$ cat config.mk
export PLATFORM = sky130hd
export DESIGN_NAME = mii_frame_gen
export DESIGN_NICKNAME = d
export VERILOG_FILES = /design/src/rtl/mii_frame_gen.sv
export SDC_FILE = /design/constraint.sdc
export NUM_CORES = 1
export LEC_CHECK = 0
export BUFFER_PORTS_ARGS = -buffer_cell sky130_fd_sc_hd__buf_4
export CAP_MARGIN = 20
export CORE_MARGIN = 2
export CORE_UTILIZATION = 50
export CTS_BUF_LIST = sky130_fd_sc_hd__clkbuf_4 sky130_fd_sc_hd__clkbuf_8
export DETAILED_ROUTE_END_ITERATION = 12
export GPL_TIMING_DRIVEN = 0
export MAX_ROUTING_LAYER = met4
export PLACE_DENSITY = 0.75
export SYNTH_ARGS = -nofsm -noshare
export SYNTH_HDL_FRONTEND = slang
export SYNTH_SLANG_ARGS = --single-unit
export TNS_END_PERCENT = 10
$ cat constraint.sdc
create_clock -name clk -period 2 [get_ports clk]
set_input_delay 0.1 -clock clk [delete_from_list [all_inputs] [get_ports clk]]
set_output_delay 0.1 -clock clk [all_outputs]
set_load 0.01 [all_outputs]
$ cat src/rtl/mii_frame_gen.sv
// Transmit-side MII frame generator: start word, seeded byte-counter payload, terminate, gap.
// Optional macro MII_ERR_INJECT_EN replaces the first post-start lane0 byte with /E/.
module mii_frame_gen #(
    parameter int unsigned DATA_WIDTH = 64,
    parameter int unsigned LEN_W      = 16,
    parameter int unsigned IFG_WORDS  = 1
) (
    input  logic                    clk,
    input  logic                    rst,
    input  logic                    start_valid,
    output logic                    start_ready,
    input  logic [LEN_W-1:0]        len_in,
    input  logic [7:0]              seed_in,
    input  logic                    err_in,
    output logic [DATA_WIDTH-1:0]   data_out,
    output logic [DATA_WIDTH/8-1:0] ctrl_out,
    output logic                    busy,
    output logic                    frame_done
);

    localparam int unsigned LANES = DATA_WIDTH / 8;

    localparam logic [7:0] CH_IDLE  = 8'h07;
    localparam logic [7:0] CH_START = 8'hFB;
    localparam logic [7:0] CH_TERM  = 8'hFD;
    localparam logic [7:0] CH_PRE   = 8'h55;
    localparam logic [7:0] CH_SFD   = 8'hD5;

    // GAP holds IFG_WORDS-1 idles; the IDLE cycle that can accept the next request
    // supplies the final gap word, so back-to-back frames see exactly IFG_WORDS idles.
    localparam int unsigned GAP_W = (IFG_WORDS > 2) ? $clog2(IFG_WORDS) : 1;
    localparam logic [GAP_W-1:0] GAP_LOAD = GAP_W'((IFG_WORDS >= 2) ? IFG_WORDS - 2 : 0);

    if (DATA_WIDTH != 64) begin : g_bad_width
        $error("mii_frame_gen supports DATA_WIDTH=64 only");
    end
    if (IFG_WORDS < 1) begin : g_bad_ifg
        $error("mii_frame_gen requires IFG_WORDS >= 1");
    end

    typedef enum logic [2:0] {
        StIdle,
        StStart,
        StPayload,
        StLast,
        StGap
    } state_e;

    state_e state_q, state_d;

    logic [LEN_W-1:0]        rem_q, rem_d;
    logic [7:0]              byte_q, byte_d;
    logic [GAP_W-1:0]        gap_q, gap_d;
    logic [DATA_WIDTH-1:0]   data_q, data_d;
    logic [LANES-1:0]        ctrl_q, ctrl_d;
    logic                    ready_q, busy_q, done_q;
    logic                    transfer;
    logic                    inject;
    logic [2:0]              last_r;

    assign transfer = start_valid & ready_q;
    assign last_r   = rem_q[2:0];

`ifdef MII_ERR_INJECT_EN
    logic err_q, err_d;
    logic first_q, first_d;

    always_comb begin
        err_d   = err_q;
        first_d = first_q;
        if (state_q == StIdle && transfer) begin
            err_d   = err_in;
            first_d = 1'b1;
        end else if (state_q == StPayload || state_q == StLast) begin
            first_d = 1'b0;
        end
    end

    always_ff @(posedge clk) begin
        if (rst) begin
            err_q   <= 1'b0;
            first_q <= 1'b0;
        end else begin
            err_q   <= err_d;
            first_q <= first_d;
        end
    end

    // No /E/ when lane0 of that word carries /T/ (len=0).
    assign inject = err_q & first_q &
                    ((state_q == StPayload) || (state_q == StLast && last_r != 3'd0));
`else
    logic unused_err_in;
    assign unused_err_in = err_in;
    assign inject        = 1'b0;
`endif

    // Next-state logic
    always_comb begin
        state_d = state_q;
        rem_d   = rem_q;
        byte_d  = byte_q;
        gap_d   = gap_q;
        unique case (state_q)
            StIdle: begin
                if (transfer) begin
                    rem_d   = len_in;
                    byte_d  = seed_in;
                    state_d = StStart;
                end
            end
            StStart: begin
                state_d = (rem_q >= LEN_W'(8)) ? StPayload : StLast;
            end
            StPayload: begin
                rem_d  = rem_q - LEN_W'(8);
                byte_d = byte_q + 8'd8;
                if (rem_d < LEN_W'(8)) begin
                    state_d = StLast;
                end
            end
            StLast: begin
                if (IFG_WORDS > 1) begin
                    gap_d   = GAP_LOAD;
                    state_d = StGap;
                end else begin
                    state_d = StIdle;
                end
            end
            StGap: begin
                if (gap_q == '0) begin
                    state_d = StIdle;
                end else begin
                    gap_d = gap_q - GAP_W'(1);
                end
            end
            default: state_d = StIdle;
        endcase
    end

    // Word for the current state; registered so it appears one cycle later.
    always_comb begin
        data_d = {LANES{CH_IDLE}};
        ctrl_d = '1;
        unique case (state_q)
            StStart: begin
                for (int i = 0; i < int'(LANES); i++) begin
                    data_d[8*i +: 8] = CH_PRE;
                end
                data_d[7:0]                    = CH_START;
                data_d[8*(LANES-1) +: 8]       = CH_SFD;
                ctrl_d                         = '0;
                ctrl_d[0]                      = 1'b1;
            end
            StPayload: begin
                for (int i = 0; i < int'(LANES); i++) begin
                    data_d[8*i +: 8] = byte_q + 8'(i);
                end
                ctrl_d = '0;
            end
            StLast: begin
                for (int i = 0; i < int'(LANES); i++) begin
                    if (i < int'(last_r)) begin
                        data_d[8*i +: 8] = byte_q + 8'(i);
                        ctrl_d[i]        = 1'b0;
                    end else if (i == int'(last_r)) begin
                        data_d[8*i +: 8] = CH_TERM;
                        ctrl_d[i]        = 1'b1;
                    end else begin
                        data_d[8*i +: 8] = CH_IDLE;
                        ctrl_d[i]        = 1'b1;
                    end
                end
            end
            default: begin
                data_d = {LANES{CH_IDLE}};
                ctrl_d = '1;
            end
        endcase
        if (inject) begin
            data_d[7:0] = 8'hFE;
            ctrl_d[0]   = 1'b1;
        end
    end

    always_ff @(posedge clk) begin
        if (rst) begin
            state_q <= StIdle;
            rem_q   <= '0;
            byte_q  <= '0;
            gap_q   <= '0;
            data_q  <= {LANES{CH_IDLE}};
            ctrl_q  <= '1;
            ready_q <= 1'b0;
            busy_q  <= 1'b0;
            done_q  <= 1'b0;
        end else begin
            state_q <= state_d;
            rem_q   <= rem_d;
            byte_q  <= byte_d;
            gap_q   <= gap_d;
            data_q  <= data_d;
            ctrl_q  <= ctrl_d;
            ready_q <= (state_d == StIdle);
            busy_q  <= (state_d != StIdle) || (state_q != StIdle);
            done_q  <= (state_q == StLast);
        end
    end

    assign data_out    = data_q;
    assign ctrl_out    = ctrl_q;
    assign start_ready = ready_q;
    assign busy        = busy_q;
    assign frame_done  = done_q;

endmodule
==> impl_metrics.ini <==
[global_route]
met3_usage_pct = 5.87
grtUsageTotal_pct = 28.1
use_met1_pct = 34.4
use_met2_pct = 46.8
first_global_vias = 4099
grt_first_pass_wirelength_um = 20800
grt_max_degree = 19
antenna_found_initial = 0
grt.busiest_layer = met2
grt_overflow_total = 0

[clock_network]
insertion_delay_ns = 0.38
clkTransAtPathRegs_ns = 0.11
clockRootBuffer = clkbuf_8
ctsHtreeMaxLevel = 3
cts_buffer_depth = 2
cts_tree = yes
cts_buffers = 9
cts_sinks = 102

[worst_setup_path]
worstSetupPathType = register to register
critPathCaptureType = register
cp.required_ns = 2.31
path_max_fanout = 9
r2r_setup_slack_ns = 0.06
reg2reg_depth = 9
r2r-start = rem_q[3]
worstReg2RegEnd = state_q[0]
startpoint_type = register
arrival_ns = 2.26

[floorplanning]
io_pins = 103
dieArea_um2 = 9680
die_x_um = 98.4
die_y_um = 98.4
core_area_um2 = 8680
num_rows = 34
start_util_pct = 51.3

[drt]
first_pass_iters = 5
routedWlPerCell_um = 17.0
vias = 4395
drc = 0
drtIter0Drc = 409
vias_per_cell = 5.63
ant_nets = 0
routed_wl_um = 13300

[power]
p_switching_w = 0.00104
cellPowerDensity_nw_per_um2 = 671
clockPowerShare_pct = 35.4
pwr-share-seq_pct = 53.5
p_sw_share_pct = 26.5
pwr-share-comb_pct = 11.1
p_leak_nw = 2.29
internal_power_w = 0.00288
vdd_drop_max_v = 0.000384

[worst_hold_path]
hold_end = rem_q[6]
hold_class = primary input to register
min_from = len_in[6]
whs_path_depth = 3

[sta]
hold_ws_ns = -0.00748
post-route-period-util_pct = 97.2
worst_pin_slew_ns = 0.732
fmax_mhz = 514
rsz0062_at_grt = true
slew_viol_final = 0
tns_ns = 0
timing.slew.headroom_pct = 51.2
skew_ns = 0.0122
finalSetupViolCount = 0
final_hold_viol_count = 2
fin_crit_ns = 1.94

[logic_synthesis]
ys.flop_type = dfxtp_1
synth.cell_area_um2 = 4450
synthArstFlopShare_pct = 0
yosysWarnings = 0
synth_edf_count = 0
synth.yosys.seq_area_share_pct = 45.9
syn_inst = 541
synth_top_cell_by_area = dfxtp_1
synth-seq-cells = 102
syn_nets = 581
yosys-top-cells-area = dfxtp_1 (46%), a21oi_1 (6.9%), nand2_1 (6.8%)
synth_top_area_share_pct = 45.9
syn_avg_cell_area_um2 = 8.23
synth_cell_type_count = 55

[layout]
drive_gt1_share_pct = 24.2
final_util_pct = 67.4
area_delta_synth_final_pct = 31.4
fin_cells = 781
most-common-layout-cells = buf_4 (106), dfxtp_1 (99), nand2_1 (80)
nFillCells = 745
nNetsFinal = 708
insertedDiodeCount = 0
multi_input_area_um2 = 2330
final_common_cell = buf_4
final-seq-area_um2 = 2050

[placed_design]
dp_cells = 750
port_buffers = 101
place_congestion = 0.940
hpwlAfterDp_um = 9800

[flow_run]
cap_violations = 0

[status]
violations = negative hold slack
status = complete, but fails checks
## timing repair
item,in CTS,in global routing
hold endpoints to repair,14,1
pin swaps,1,5
resized for setup,16,32
cloned,0,0
endpoints found under the setup margin,35,56
hold buffers,13,1
buffers inserted,0,4
## worst max-delay path by stage
stage / start / to / slack (ns) / cells after the start
6_report: rem_q[3] / state_q[0] / 0.06 / 9
5_1_grt: state_q[2] / byte_q[4] / -0.05 / 6
4_1_cts: state_q[1] / rem_q[11] / 0.002 / 6
3_5_place_dp: byte_q[1] / data_out[61] / -0.35 / 8
3_3_place_gp: byte_q[1] / data_out[61] / -0.37 / 8
2_1_floorplan: rem_q[4] / state_q[0] / 0.002 / 9
## cell families after synthesis
kind of cell               synth area share, %
other                                   0.0842
and+or+nand+nor                           22.1
DFF                                       45.9
adders and majority gates                 3.37
xor gates and xnor gates                  7.08
AOI/OAI and AO/OA                         17.4
buffers and inverters                     4.05
## flip-flops by register name, indices dropped and copies added, names as in the netlist
| register | cells |
|---|---|
| data_out | 64 |
| rem_q | 16 |
| byte_q | 8 |
| ctrl_out | 8 |
| state_q | 3 |
| busy | 1 |
| frame_done | 1 |
| start_ready | 1 |
## critical path: stages (launching register included)
cell       delay, ns
dfxtp_2         0.37
buf_8           0.14
inv_2           0.06
ha_4            0.16
o21ba_4         0.24
nor2_1          0.05
o32ai_2         0.24
o2111ai_1       0.15
o31ai_2         0.32
nor2b_1         0.15
## Yosys cell counts, types with 10 or more instances
library cell	number
ha_1	12
a21oi_1	61
a31oi_1	10
xor2_1	18
inv_1	12
nand3_1	29
nand2_1	81
clkbuf_1	27
nor2_1	56
o21ai_0	21
dfxtp_1	102
xnor2_1	18
## metrics by stage
stage               power [W]  cell area, um2  setup slack [ns]
floorplan             0.00238            4450           0.00191
global placement      0.00252            5350            -0.366
detailed placement    0.00252            5350            -0.351
CTS                   0.00390            5720           0.00229
global route          0.00407            5850           -0.0473
finish                0.00393            5850            0.0562
## routing by layer
| layer | share of wire, % | vias up |
|---|---|---|
| li1 | - | 2106 |
| met1 | 41 | 2025 |
| met2 | 48 | 237 |
| met3 | 8.3 | 27 |
| met4 | 2.3 | 0 |
| met5 | 0 | - |
## power by group through the flow
stage	logic, W	registers (W)	clock network, W
2_1_floorplan	0.000240	0.00214	0
3_3_place_gp	0.000382	0.00214	0
3_5_place_dp	0.000384	0.00214	0
4_1_cts	0.000409	0.00209	0.00140
5_1_grt	0.000470	0.00210	0.00150
6_report	0.000436	0.00210	0.00139
## cell type report
| cell class | instances | area share (%) |
|---|---|---|
| Multi-Input combinational cell | 392 | 39.9 |
| Buffer | 31 | 2.50 |
| Sequential cell | 102 | 35.0 |
| Clock buffer | 10 | 2.35 |
| Clock inverter | 6 | 1.28 |
| Tap cell | 108 | 2.31 |
| Timing Repair Buffer | 119 | 15.9 |
| Inverter | 13 | 0.834 |
No activity file was read; power rests on OpenSTA's default activity.
